`src/rtl/regfile_wb_arbiter_if.sv`:
```
// Writeback request bus between NREQ requesters and the register-file write-port arbiter.
// The master drives requests; the slave (arbiter) returns ready, the write port and status.
interface regfile_wb_arbiter_if #(
   parameter int NREQ = 3
);
   logic [NREQ-1:0]    req_valid;
   logic [NREQ*5-1:0]  req_rd;
   logic [NREQ*64-1:0] req_data;
   logic [NREQ-1:0]    req_ready;
   logic               reg_write;
   logic [4:0]         rd;
   logic [63:0]        write_data;
   logic [31:0]        pending_mask;
   logic [NREQ-1:0]    starve;

   modport master (
      output req_valid, req_rd, req_data,
      input  req_ready, reg_write, rd, write_data, pending_mask, starve
   );

   modport slave (
      input  req_valid, req_rd, req_data,
      output req_ready, reg_write, rd, write_data, pending_mask, starve
   );
endinterface

```
`src/rtl/regfile_wb_arbiter.sv`:
```
// Round-robin arbiter sharing the register file's single write port among NREQ writeback
// requesters, with a registered write port, starvation flags and a pending-destination mask.
module regfile_wb_arbiter #(
   parameter int NREQ         = 3,
   parameter int STARVE_LIMIT = 15
) (
   input  logic                 clk,
   input  logic                 reset,
   regfile_wb_arbiter_if.slave  bus
);
   localparam int PW = (NREQ > 1) ? $clog2(NREQ) : 1;
   localparam int CW = $clog2(STARVE_LIMIT + 1);
   localparam logic [CW-1:0] LIMIT = CW'(STARVE_LIMIT);

   logic [4:0]      rd_of   [NREQ];
   logic [63:0]     data_of [NREQ];
   logic [NREQ-1:0] cand;
   logic [NREQ-1:0] zero_rd;
   logic [NREQ-1:0] ready;
   logic [31:0]     pending;

   logic [PW-1:0]   ptr_q, ptr_d;
   logic            win_found;
   logic [PW-1:0]   win_idx;
   logic            grant;

   logic            reg_write_q, reg_write_d;
   logic [4:0]      rd_q, rd_d;
   logic [63:0]     wdata_q, wdata_d;

   generate
      for (genvar gi = 0; gi < NREQ; gi++) begin : g_req
         assign rd_of[gi]   = bus.req_rd[gi*5 +: 5];
         assign data_of[gi] = bus.req_data[gi*64 +: 64];
         assign cand[gi]    = bus.req_valid[gi] && (rd_of[gi] != 5'd0);
         assign zero_rd[gi] = bus.req_valid[gi] && (rd_of[gi] == 5'd0);
      end
   endgenerate

   // First real write request found scanning ptr, ptr+1, ... modulo NREQ.
   always_comb begin
      logic [PW:0] sum;
      win_found = 1'b0;
      win_idx   = '0;
      sum       = '0;
      for (int k = 0; k < NREQ; k++) begin
         sum = {1'b0, ptr_q} + (PW+1)'(k);
         if (sum >= (PW+1)'(NREQ)) sum = sum - (PW+1)'(NREQ);
         if (!win_found && cand[sum[PW-1:0]]) begin
            win_found = 1'b1;
            win_idx   = sum[PW-1:0];
         end
      end
   end

   assign grant = win_found && !reset;

   // rd==0 requests are drained immediately without taking the write slot.
   always_comb begin
      ready = '0;
      if (!reset) begin
         ready = zero_rd;
         if (win_found) ready[win_idx] = 1'b1;
      end
   end

   always_comb begin
      pending = '0;
      for (int i = 0; i < NREQ; i++) begin
         if (cand[i] && !ready[i]) pending[rd_of[i]] = 1'b1;
      end
   end

   always_comb begin
      ptr_d       = ptr_q;
      reg_write_d = 1'b0;
      rd_d        = rd_q;
      wdata_d     = wdata_q;
      if (grant) begin
         ptr_d       = (win_idx == PW'(NREQ - 1)) ? '0 : win_idx + PW'(1);
         reg_write_d = 1'b1;
         rd_d        = rd_of[win_idx];
         wdata_d     = data_of[win_idx];
      end
   end

   always_ff @(posedge clk) begin
      if (reset) begin
         ptr_q       <= '0;
         reg_write_q <= 1'b0;
         rd_q        <= '0;
         wdata_q     <= '0;
      end else begin
         ptr_q       <= ptr_d;
         reg_write_q <= reg_write_d;
         rd_q        <= rd_d;
         wdata_q     <= wdata_d;
      end
   end

   generate
      for (genvar gi = 0; gi < NREQ; gi++) begin : g_wait
         logic [CW-1:0] cnt_q, cnt_d;
         logic          starve_q, starve_d;

         always_comb begin
            cnt_d = cnt_q;
            if (!bus.req_valid[gi] || ready[gi]) cnt_d = '0;
            else if (cnt_q != LIMIT)             cnt_d = cnt_q + CW'(1);
            starve_d = starve_q || (cnt_d == LIMIT);
         end

         always_ff @(posedge clk) begin
            if (reset) begin
               cnt_q    <= '0;
               starve_q <= 1'b0;
            end else begin
               cnt_q    <= cnt_d;
               starve_q <= starve_d;
            end
         end

         assign bus.starve[gi] = starve_q;
      end
   endgenerate

   assign bus.req_ready    = ready;
   assign bus.pending_mask = pending;
   assign bus.reg_write    = reg_write_q;
   assign bus.rd           = rd_q;
   assign bus.write_data   = wdata_q;
endmodule

```
`src/flat_wrapper.sv`:
```
// flat-port wrapper written by rule: the top's interface ports become plain ports
module regfile_wb_arbiter_flat 
#(
   parameter int NREQ         = 3,
   parameter int STARVE_LIMIT = 15
)
  (clk, reset, bus_req_valid, bus_req_rd, bus_req_data, bus_req_ready, bus_reg_write, bus_rd, bus_write_data, bus_pending_mask, bus_starve);
  regfile_wb_arbiter_if #(.NREQ(NREQ)) bus_i ();
  input  logic clk;
  input  logic reset;
  input wire logic [$bits(bus_i.req_valid)-1:0] bus_req_valid;
  input wire logic [$bits(bus_i.req_rd)-1:0] bus_req_rd;
  input wire logic [$bits(bus_i.req_data)-1:0] bus_req_data;
  output wire logic [$bits(bus_i.req_ready)-1:0] bus_req_ready;
  output wire logic [$bits(bus_i.reg_write)-1:0] bus_reg_write;
  output wire logic [$bits(bus_i.rd)-1:0] bus_rd;
  output wire logic [$bits(bus_i.write_data)-1:0] bus_write_data;
  output wire logic [$bits(bus_i.pending_mask)-1:0] bus_pending_mask;
  output wire logic [$bits(bus_i.starve)-1:0] bus_starve;
  assign bus_i.req_valid = bus_req_valid;
  assign bus_i.req_rd = bus_req_rd;
  assign bus_i.req_data = bus_req_data;
  assign bus_req_ready = bus_i.req_ready;
  assign bus_reg_write = bus_i.reg_write;
  assign bus_rd = bus_i.rd;
  assign bus_write_data = bus_i.write_data;
  assign bus_pending_mask = bus_i.pending_mask;
  assign bus_starve = bus_i.starve;
  regfile_wb_arbiter #(.NREQ(NREQ), .STARVE_LIMIT(STARVE_LIMIT)) u_core (.clk(clk), .reset(reset), .bus(bus_i));
endmodule
```
`config.mk`:
```
export PLATFORM = sky130hd
export DESIGN_NAME = regfile_wb_arbiter_flat
export DESIGN_NICKNAME = d
export VERILOG_FILES = /design/src/rtl/regfile_wb_arbiter_if.sv /design/src/rtl/regfile_wb_arbiter.sv /design/src/flat_wrapper.sv
export SDC_FILE = /design/constraint.sdc
export NUM_CORES = 1
export LEC_CHECK = 0
export CAP_MARGIN = 20
export CORE_MARGIN = 8
export CORE_UTILIZATION = 38
export CTS_BUF_LIST = sky130_fd_sc_hd__clkbuf_16
export CTS_CLUSTER_SIZE = 25
export DETAILED_ROUTE_END_ITERATION = 8
export PLACE_DENSITY = 0.82
export REMOVE_ABC_BUFFERS = 1
export SKIP_CTS_REPAIR_TIMING = 1
export SYNTH_ARGS = -nofsm -noshare
export SYNTH_HDL_FRONTEND = slang
export SYNTH_SLANG_ARGS = --single-unit
export TNS_END_PERCENT = 20
```
`constraint.sdc`:
```
create_clock -name clk -period 4.34 [get_ports clk]
set_clock_uncertainty 0.1 [all_clocks]
set_input_delay 0.868 -clock clk [delete_from_list [all_inputs] [get_ports clk]]
set_output_delay 0.868 -clock clk [all_outputs]
set_load 0.01 [all_outputs]
```
Word-level counts from Yosys, hierarchy flattened --
Cells that the tools add are included.
Storage, ports and cells: register bits after elaboration 87, input bits 212
Operators by class: add/sub/neg operators 9, $lt $le $gt $ge 15, eq/ne operators 7, muxes and demuxes 42, bitwise operators 4, reductions and logical operators 37
Operator list (count):
- $bmux W64 S2 | 1
- $mux W64 | 2
- $mux W32 | 3
- $or A32 B32 Y32 | 2
- $mux W4 | 6
- $lt A5 B6 Y1 const B | 3
- $logic_and A1 B1 Y1 | 16
- $demux W1 S5 | 3
- $ge A5 B1 Y1 const B | 3
- $logic_not A5 Y1 | 3
- $reduce_bool A5 Y1 | 3
- $mux W2 | 7
- $add A4 B1 Y4 const B | 3
- $eq A4 B4 Y1 const B | 3
- $lt A2 B3 Y1 const B | 4
- $ne A4 B4 Y1 const B | 3
- $mux W1 | 11
- $bmux W5 S2 | 1
- $mux W5 | 2
- $logic_not A1 Y1 | 9
- $bmux W1 S2 | 3
- $ge A3 B2 Y1 const B | 2
- $logic_or A1 B1 Y1 | 6
- $mux W3 | 2
- 11 further kinds | 13

Depth between registers and ports, before layout --
Gate-level depths: netlist of the first run.
depth after elaboration 25, gate-level depth with buffers 10, depth with buffers taken out 8

Worst setup path after synthesis of the first run --
Ideal clock, no wire load.
path kind in2out, from input bus_req_rd[4], to output bus_pending_mask[21], data arrival time 2795 ps, required time 3372 ps, setup slack 577 ps, stages on the path 8, path buffers 2, cell sequence buf_2 or4_4 o21a_4 a221oi_4 and2_4 buf_8 o311ai_1 o21ai_0
Between the ends: cells in the longest elaborated chain, start to end 25, elaborated cells on any way between the ends 44, classes of those cells 4 x order compare; 21 x mux; 3 x bitwise; 16 x reduce/logical
Ends and longest elaborated chain:
- from (decl) | RTL line flat_wrapper.sv:12 | input wire logic [$bits(bus_i.req_rd)-1:0] bus_req_rd;
- $reduce_bool A5 Y1 | RTL line regfile_wb_arbiter.sv:35 | assign cand[gi] = bus.req_valid[gi] && (rd_of[gi] != 5'd0);
- $logic_and A1 B1 Y1 | RTL line regfile_wb_arbiter.sv:35
- $bmux W1 S2 | RTL line regfile_wb_arbiter.sv:49 | if (!win_found && cand[sum[PW-1:0]]) begin
- $mux W1 (not written as such) | RTL line regfile_wb_arbiter.sv:49
- $mux W1 | RTL line regfile_wb_arbiter.sv:49
- $logic_not A1 Y1 | RTL line regfile_wb_arbiter.sv:49
- $logic_and A1 B1 Y1 | RTL line regfile_wb_arbiter.sv:49
- $mux W1 | RTL line regfile_wb_arbiter.sv:49
- (+9 left out)
- $mux W3 | RTL line regfile_wb_arbiter.sv:61 | if (!reset) begin
- $logic_not A1 Y1 | RTL line regfile_wb_arbiter.sv:70 | if (cand[i] && !ready[i]) pending[rd_of[i]] = 1'b1;
- $logic_and A1 B1 Y1 | RTL line regfile_wb_arbiter.sv:70
- $mux W32 | RTL line regfile_wb_arbiter.sv:70
- $or A32 B32 Y32 (no source line)
- $mux W32 | RTL line regfile_wb_arbiter.sv:70
- $or A32 B32 Y32 (no source line)
- $mux W32 * | RTL line regfile_wb_arbiter.sv:70
- to (decl) | RTL line flat_wrapper.sv:18 | output wire logic [$bits(bus_i.pending_mask)-1:0] bus_pending_mask;
Every way passes the cells marked *; elsewhere a longest branch is shown, timed or not. The select of a mux whose other input is x is not followed.

Worst setup path after layout of the first run --
from input bus_req_rd[1], to output bus_pending_mask[18]
Same word-level chain as after synthesis.

==> results by group, run 1 <==
Setup path
  – Critical Path RT: 3370 ps
  – Startpoint types: input pin
  – Worst setup path end: bus_pending_mask[18]
  – Data arrival time of the critical path: around 3700 ps
  – CP Max Fanout: 10
  – Delay-heaviest family, CP: buffers and inverters
  – Cell mode on critical path: clkdlybuf4s50_1
  – Crit path kind: input pin to primary output
  – Critical path's slowest cell: or4_4
  – R2R depth: 10
  – Worst r2r src: u_core.ptr_q[0]
  – Critical R2R Capture: u_core.bus.write_data[36]
  – Critical-path cell list: clkdlybuf4s50_1 -> or4_4 -> o21ai_1 -> a32oi_1 -> o221ai_4 -> buf_12 -> o311ai_4 -> o221ai_1 -> clkdlybuf4s50_1
  – Largest stage delay on the critical path: between 500 and 600 ps
  – Buffers and inverters on the worst path: 3
  – Worst setup EP type: primary output
  – Worst path depth: 9
  – Critical path origin: bus_req_rd[1]
  – FF-to-FF setup slack: 1090 ps

STA
  – # setup viols final: 16
  – Crit path time final: 4630 ps
  – Final Hold Viols: 0
  – Setup tns final: -3880 ps
  – Worst rel slew slack: roughly a third
  – Final Max Slew Viols: 0
  – Unrepaired setup endpoints after global routing: yes
  – Fin crit share: 107%
  – Fmax: about 220 MHz
  – PnR worst setup slack: -289 ps
  – Worst Tran Pin Value: between 1000 and 1500 ps

Run status
  – Outcome: complete, but fails checks
  – Failing checks: negative setup slack

Floorplan
  – Core outline area: ~14,000 µm²
  – Die Span X: 134 µm
  – IO Pins: 320
  – Initial Utilization: 38.5%
  – Die area: 18,000 µm²
  – Row Count: 43
  – Die Y: 134 µm

CTS
  – H-tree levels: 3
  – Maximum root-to-sink buffer count: 2
  – TritonCTS clock tree: yes
  – CTS Buf Count: 9
  – Clock Latency Late Sink: about 340 ps
  – Clk pin slew, worst setup/hold paths: ~60 ps
  – Root Buffer: clkbuf_16
  – CTS sink count: slightly below 90

Route
  – Vias/cell: 5.78
  – Iter 0 DRT Violations: 669
  – Post-route ant nets: 0
  – WL per Instance: 20.6 µm
  – Final wirelength: approximately 24,000 µm
  – DRC violations left: 0
  – Via count: 6,607
  – Drt pass-1 iters: 6

Synth
  – Area share of the largest cell type after synthesis: between 30% and 40%
  – Area leader, netlist: dfxtp_1
  – Post-synth top cells: dfxtp_1 (87), nand2_1 (69), a21oi_1 (50)
  – Distinct cells, synth: between 60 and 70
  – Synth area leaders: dfxtp_1 (33%), a222oi_1 (7.9%), nand2_1 (4.9%)
  – #FFs+latches synth: 87
  – Main flop type after synthesis: dfxtp_1
  – Synth Instances: 631
  – Synth warn: 0
  – Count leader, synth: dfxtp_1
  – Fraction of registers with async set/reset: 0%
  – Syn Area/Cell: approximately 8.4 µm²
  – Register area share after synthesis: 32.9%
  – Syn Std Cell Area: 5300 µm²
  – Post-synth EDFFs: 0

Global route
  – Pin count of the biggest net entering global routing: around 110
  – GRT overflow: 0
  – Antenna violations before repair: 1
  – First-pass GRT wire length: 35,700 µm
  – Vias in the first global route: 6,436
  – Total global-route track usage: between 20% and 30%

Run
  – Max cap viols: 0

Finish
  – Layout Area Growth over Synthesis: 73.7%
  – Antenna Cells: 0
  – Share of cells above drive strength 1: 11.4%
  – Final cell count without fillers: between 1k and 1.5k
  – # nets final: between 1k and 1.5k

Pwr
  – Maximum vdd drop: a little over 0.0003 V
  – Sequential power share: 26.3%
  – Pwr dens: 515 nW/µm²
  – Leakage: between 3 and 4 nW
  – NetSw: ~1.9 mW
  – Comb pwr share: between 50% and 60%
  – Net Sw Frac: 40.2%
  – Design internal power: about 2.8 mW
  – Clk pwr share: 16.3%

Place
  – HPWL after detailed placement: 18,000 µm
  – GPL Wtd Cong: approximately 1.1
  – Placed instance count: 1,125
  – IO Port Bufs: 318

Hold path
  – Tightest Hold Check Type: flop to flop
[cell usage in the layout, fill, tap and decap left out, types with 32 or more instances in the layout]
cell,netlist,final
nand3_1,42,42
o21ai_0,49,49
dfxtp_1,87,87
a222oi_1,42,42
nand2_1,69,69
a21oi_1,50,50
clkdlybuf4s50_1,0,299
buf_4,6,55
a31oi_1,32,32
[worst min-delay path by stage]
stage	from	end	slack (ps)	cells past startpoint
2_1_floorplan	u_core.ptr_q[0]	u_core.ptr_q[0]	360	2
3_3_place_gp	u_core.g_wait[0].starve_q	u_core.g_wait[0].starve_q	350	1
3_5_place_dp	u_core.g_wait[0].starve_q	u_core.g_wait[0].starve_q	350	1
4_1_cts	u_core.g_wait[0].starve_q	u_core.g_wait[0].starve_q	370	1
5_1_grt	u_core.g_wait[0].starve_q	u_core.g_wait[0].starve_q	390	1
6_report	u_core.g_wait[0].starve_q	u_core.g_wait[0].starve_q	360	1
[per-stage QoR]
stage	area, µm²	worst slack (ps)	hold WS (ps)	power (mW)	utilization (%)
5_1_grt	9210	-371	391	5.02	66.8
3_3_place_gp	8810	-275	350	3.91	64.0
3_5_place_dp	8810	-317	351	3.94	64.0
6_report	9210	-289	365	4.75	66.8
4_1_cts	9110	-323	367	4.74	66.2
2_1_floorplan	4930	-2560	356	2.53	-
[routing by layer]
layer / track usage [%] / up-vias / part of all wire, %
met5: 0 / - / 0.034
met2: 43.3 / 346 / 49
met3: 6.96 / 46 / 8.9
met1: 28.9 / 3070 / 40
li1: - / 3143 / -
met4: 8.80 / 2 / 2.2
[cell families (layout without fill, tap and decap cells)]
family	count (synthesis)	count (layout)	synth area share (%)
AOI/OAI and AO/OA	262	262	38.4
and+or+nand+nor	202	203	19.0
DFF	87	87	32.9
buffers and inverters	67	398	7.30
adders and majority gates	5	5	1.18
muxes	4	4	0.756
xor gates and xnor gates	3	3	0.496
other	1	1	0.0708
[power by group through the flow]
| stage | combinational (mW) | sequential (mW) | clock, mW |
|---|---|---|---|
| after floorplan | 1.13 | 1.39 | 0 |
| after global placement | 2.66 | 1.25 | 0 |
| after detailed placement | 2.68 | 1.26 | 0 |
| after CTS | 2.70 | 1.25 | 0.791 |
| after global routing | 2.91 | 1.29 | 0.827 |
| final | 2.72 | 1.25 | 0.774 |
[cell type report]
type,count,area (µm²)
inverters,6,22.5
clock inverters,7,72.6
flip-flops and latches,87,1740
multi-input cells,478,3230
well taps,180,225
repair buffers,376,3690
clock buffers,9,225
fillers,1134,4570
[worst register-to-register path, cell delays in order, from the launching register on]
cell,delay (ps)
dfxtp_1,330
inv_1,60
ha_1,420
nor4b_1,220
a2111oi_2,540
a21oi_1,130
buf_4,170
and2_2,170
buf_4,330
a222oi_1,510
a21oi_1,120
[sequential cells by signal, summed over array words and instances, names as in the netlist]
name                    count
u_core.bus.rd               5
u_core.g_wait.cnt_q        12
u_core.ptr_q                2
u_core.g_wait.starve_q      3
u_core.bus.reg_write        1
u_core.bus.write_data      64
(Power assumes the default switching activity.)
==> run 2, diff against run 1 <==
--- a/config.mk
+++ b/config.mk
@@ -6,12 +6,14 @@
 export NUM_CORES = 1
 export LEC_CHECK = 0
 export CAP_MARGIN = 20
+export CELL_PAD_IN_SITES_DETAIL_PLACEMENT = 0
+export CELL_PAD_IN_SITES_GLOBAL_PLACEMENT = 1
 export CORE_MARGIN = 8
-export CORE_UTILIZATION = 38
+export CORE_UTILIZATION = 26
 export CTS_BUF_LIST = sky130_fd_sc_hd__clkbuf_16
 export CTS_CLUSTER_SIZE = 25
 export DETAILED_ROUTE_END_ITERATION = 8
-export PLACE_DENSITY = 0.82
+export PLACE_DENSITY_LB_ADDON = 0.05
 export REMOVE_ABC_BUFFERS = 1
 export SKIP_CTS_REPAIR_TIMING = 1
 export SYNTH_ARGS = -nofsm -noshare
==> run 2 against run 1 <==
Sequential share of layout area shrank 0.59 points; the flow still finishes with violations (negative setup slack); power grew 1.5%; sequential power is essentially flat; count of clock-buffer cells in the layout is the same; core utilization shrank 20 points; register-to-register slack is essentially flat; largest power group unchanged; first-iteration DRC count shrank 21%; wire length grew 13%; highest routed layer is now met4; cell area grew 3.2%; combinational power grew 3%; worst setup slack gained 55 ps; global-route usage shrank 4.7 points.
==> results by group, run 2 (synthesis gave the netlist of run 1 again) <==
Run status
  – Outcome: complete, but fails checks
  – Failing checks: negative setup slack

STA
  – Fmax: approximately 220 MHz
  – Unrepaired setup endpoints after global routing: yes
  – # setup viols final: 1
  – Crit path time final: 4570 ps
  – Worst Tran Pin Value: 1070 ps
  – Worst rel slew slack: 28.8%
  – Fin crit share: 105%
  – Final Hold Viols: 0
  – Final Max Slew Viols: 0
  – PnR worst setup slack: -234 ps
  – Setup tns final: -234 ps

Setup path
  – Critical Path RT: about 3400 ps
  – Data arrival time of the critical path: about 3600 ps
  – Worst setup EP type: primary output
  – CP Max Fanout: 8
  – Startpoint types: input pin
  – Crit path kind: input pin to primary output

Finish
  – Share of cells above drive strength 1: about an eighth
  – Final cell count without fillers: 1,246
  – Commonest non-fill, non-tap cells in the layout: clkdlybuf4s50_1 (285), dfxtp_1 (87), nand2_1 (69), buf_4 (66), a21oi_1 (49)
  – Commonest non-fill, non-tap cell in the layout: clkdlybuf4s50_1
  – Max reg flops: 64
  – Antenna Cells: 0
  – Fillers: 1,939
  – Layout Area Growth over Synthesis: 79.3%
  – # nets final: 1,188

Route
  – Via count: around 6.6k
  – Drt pass-1 iters: 7
  – WL per Instance: 21.4 µm
  – Iter 0 DRT Violations: 528
  – Final wirelength: 26,700 µm
  – Vias/cell: ~5.3
  – DRC violations left: 0
  – Post-route ant nets: 0

CTS
  – Clk pin slew, worst setup/hold paths: 60 ps
  – Clock Latency Late Sink: 340 ps
  – TritonCTS clock tree: yes
  – CTS sink count: 87
  – H-tree levels: 3
  – CTS Buf Count: 9
  – Maximum root-to-sink buffer count: 2
  – Root Buffer: clkbuf_16

Global route
  – Pin count of the biggest net entering global routing: 112
  – First-pass GRT wire length: a little over 40,000 µm
  – GRT overflow: 0
  – Vias in the first global route: just under 7k
  – Total global-route track usage: roughly a fifth
  – Antenna violations before repair: 0

Pwr
  – Pwr dens: 507 nW/µm²
  – Leakage: between 3 and 4 nW
  – Maximum vdd drop: 0.000283 V

Place
  – Placed instance count: 1,226
  – HPWL after detailed placement: ~21,000 µm
  – GPL Wtd Cong: 0.921
  – IO Port Bufs: 318

Floorplan
  – Core outline area: roughly 20,000 µm²
  – Die area: 25,200 µm²
  – Die Span X: 159 µm
  – IO Pins: 320
  – Die Y: ~160 µm
  – Initial Utilization: 26.4%
  – Row Count: 52

Hold path
  – Tightest Hold Check Type: flop to flop

Run
  – Max cap viols: 0
-- run 2: cell count changes in the layout (fill, tap and decap cells not counted), moves of 2 or more --
cell	change
dlymetal6s2s_1	+13
inv_1	+3
buf_4	+11
clkdlybuf4s50_1	-14
o21ai_0	-2
-- run 2: critical path, cell delays in order --
cell	delay, ps
clkdlybuf4s50_1	420
or4_4	590
o21a_4	230
a221oi_4	240
and2_4	220
buf_12	150
o311ai_2	130
o221ai_1	170
clkdlybuf4s50_1	580
-- run 2: area by class of cell --
type	count	area (µm²)	area share [%]
flip-flops and latches	87	1740	18.3
inverters	6	22.5	0.237
clock inverters	7	57.6	0.606
multi-input cells	477	3270	34.4
repair buffers	390	3840	40.5
well taps	270	338	3.56
clock buffers	9	225	2.37
-- run 2: where the power goes --
part / internal, mW / total (mW) / switching (mW)
Combinational: 1.31 / 2.80 / 1.49
Clock: 0.437 / 0.760 / 0.323
Sequential: 1.10 / 1.26 / 0.156
Total: 2.85 / 4.82 / 1.97
-- run 2: metrics by stage --
| step | setup slack, ps | hold WS [ps] | util [%] | power (mW) | cell area (µm²) |
|---|---|---|---|---|---|
| after detailed placement | -421 | 358 | 44.8 | 4.05 | 9010 |
| final | -234 | 372 | 47.2 | 4.82 | 9500 |
| after CTS | -430 | 378 | 46.2 | 4.85 | 9290 |
| after global routing | -291 | 393 | 47.2 | 5.14 | 9500 |
| after floorplan | -2560 | 356 | - | 2.53 | 4930 |
| after global placement | -337 | 355 | 44.8 | 4.03 | 9010 |
-- run 2: worst paths after layout --
path / startpoint / end / slack, ps / depth (start not counted)
max reg2reg: u_core.ptr_q[0] / u_core.bus.write_data[2] / 1090 / 11
min: u_core.g_wait[2].starve_q / u_core.g_wait[2].starve_q / 370 / 1
min reg2reg: u_core.g_wait[2].starve_q / u_core.g_wait[2].starve_q / 370 / 1
max: bus_req_rd[1] / bus_pending_mask[29] / -230 / 9
-- run 2: routing by layer --
layer	track usage, %	share of wire [%]	vias to the layer above
met5	0	0	-
met4	5.54	1.7	0
met3	5.92	7.4	33
met2	37.6	52	306
met1	21.9	39	3103
li1	-	-	3171
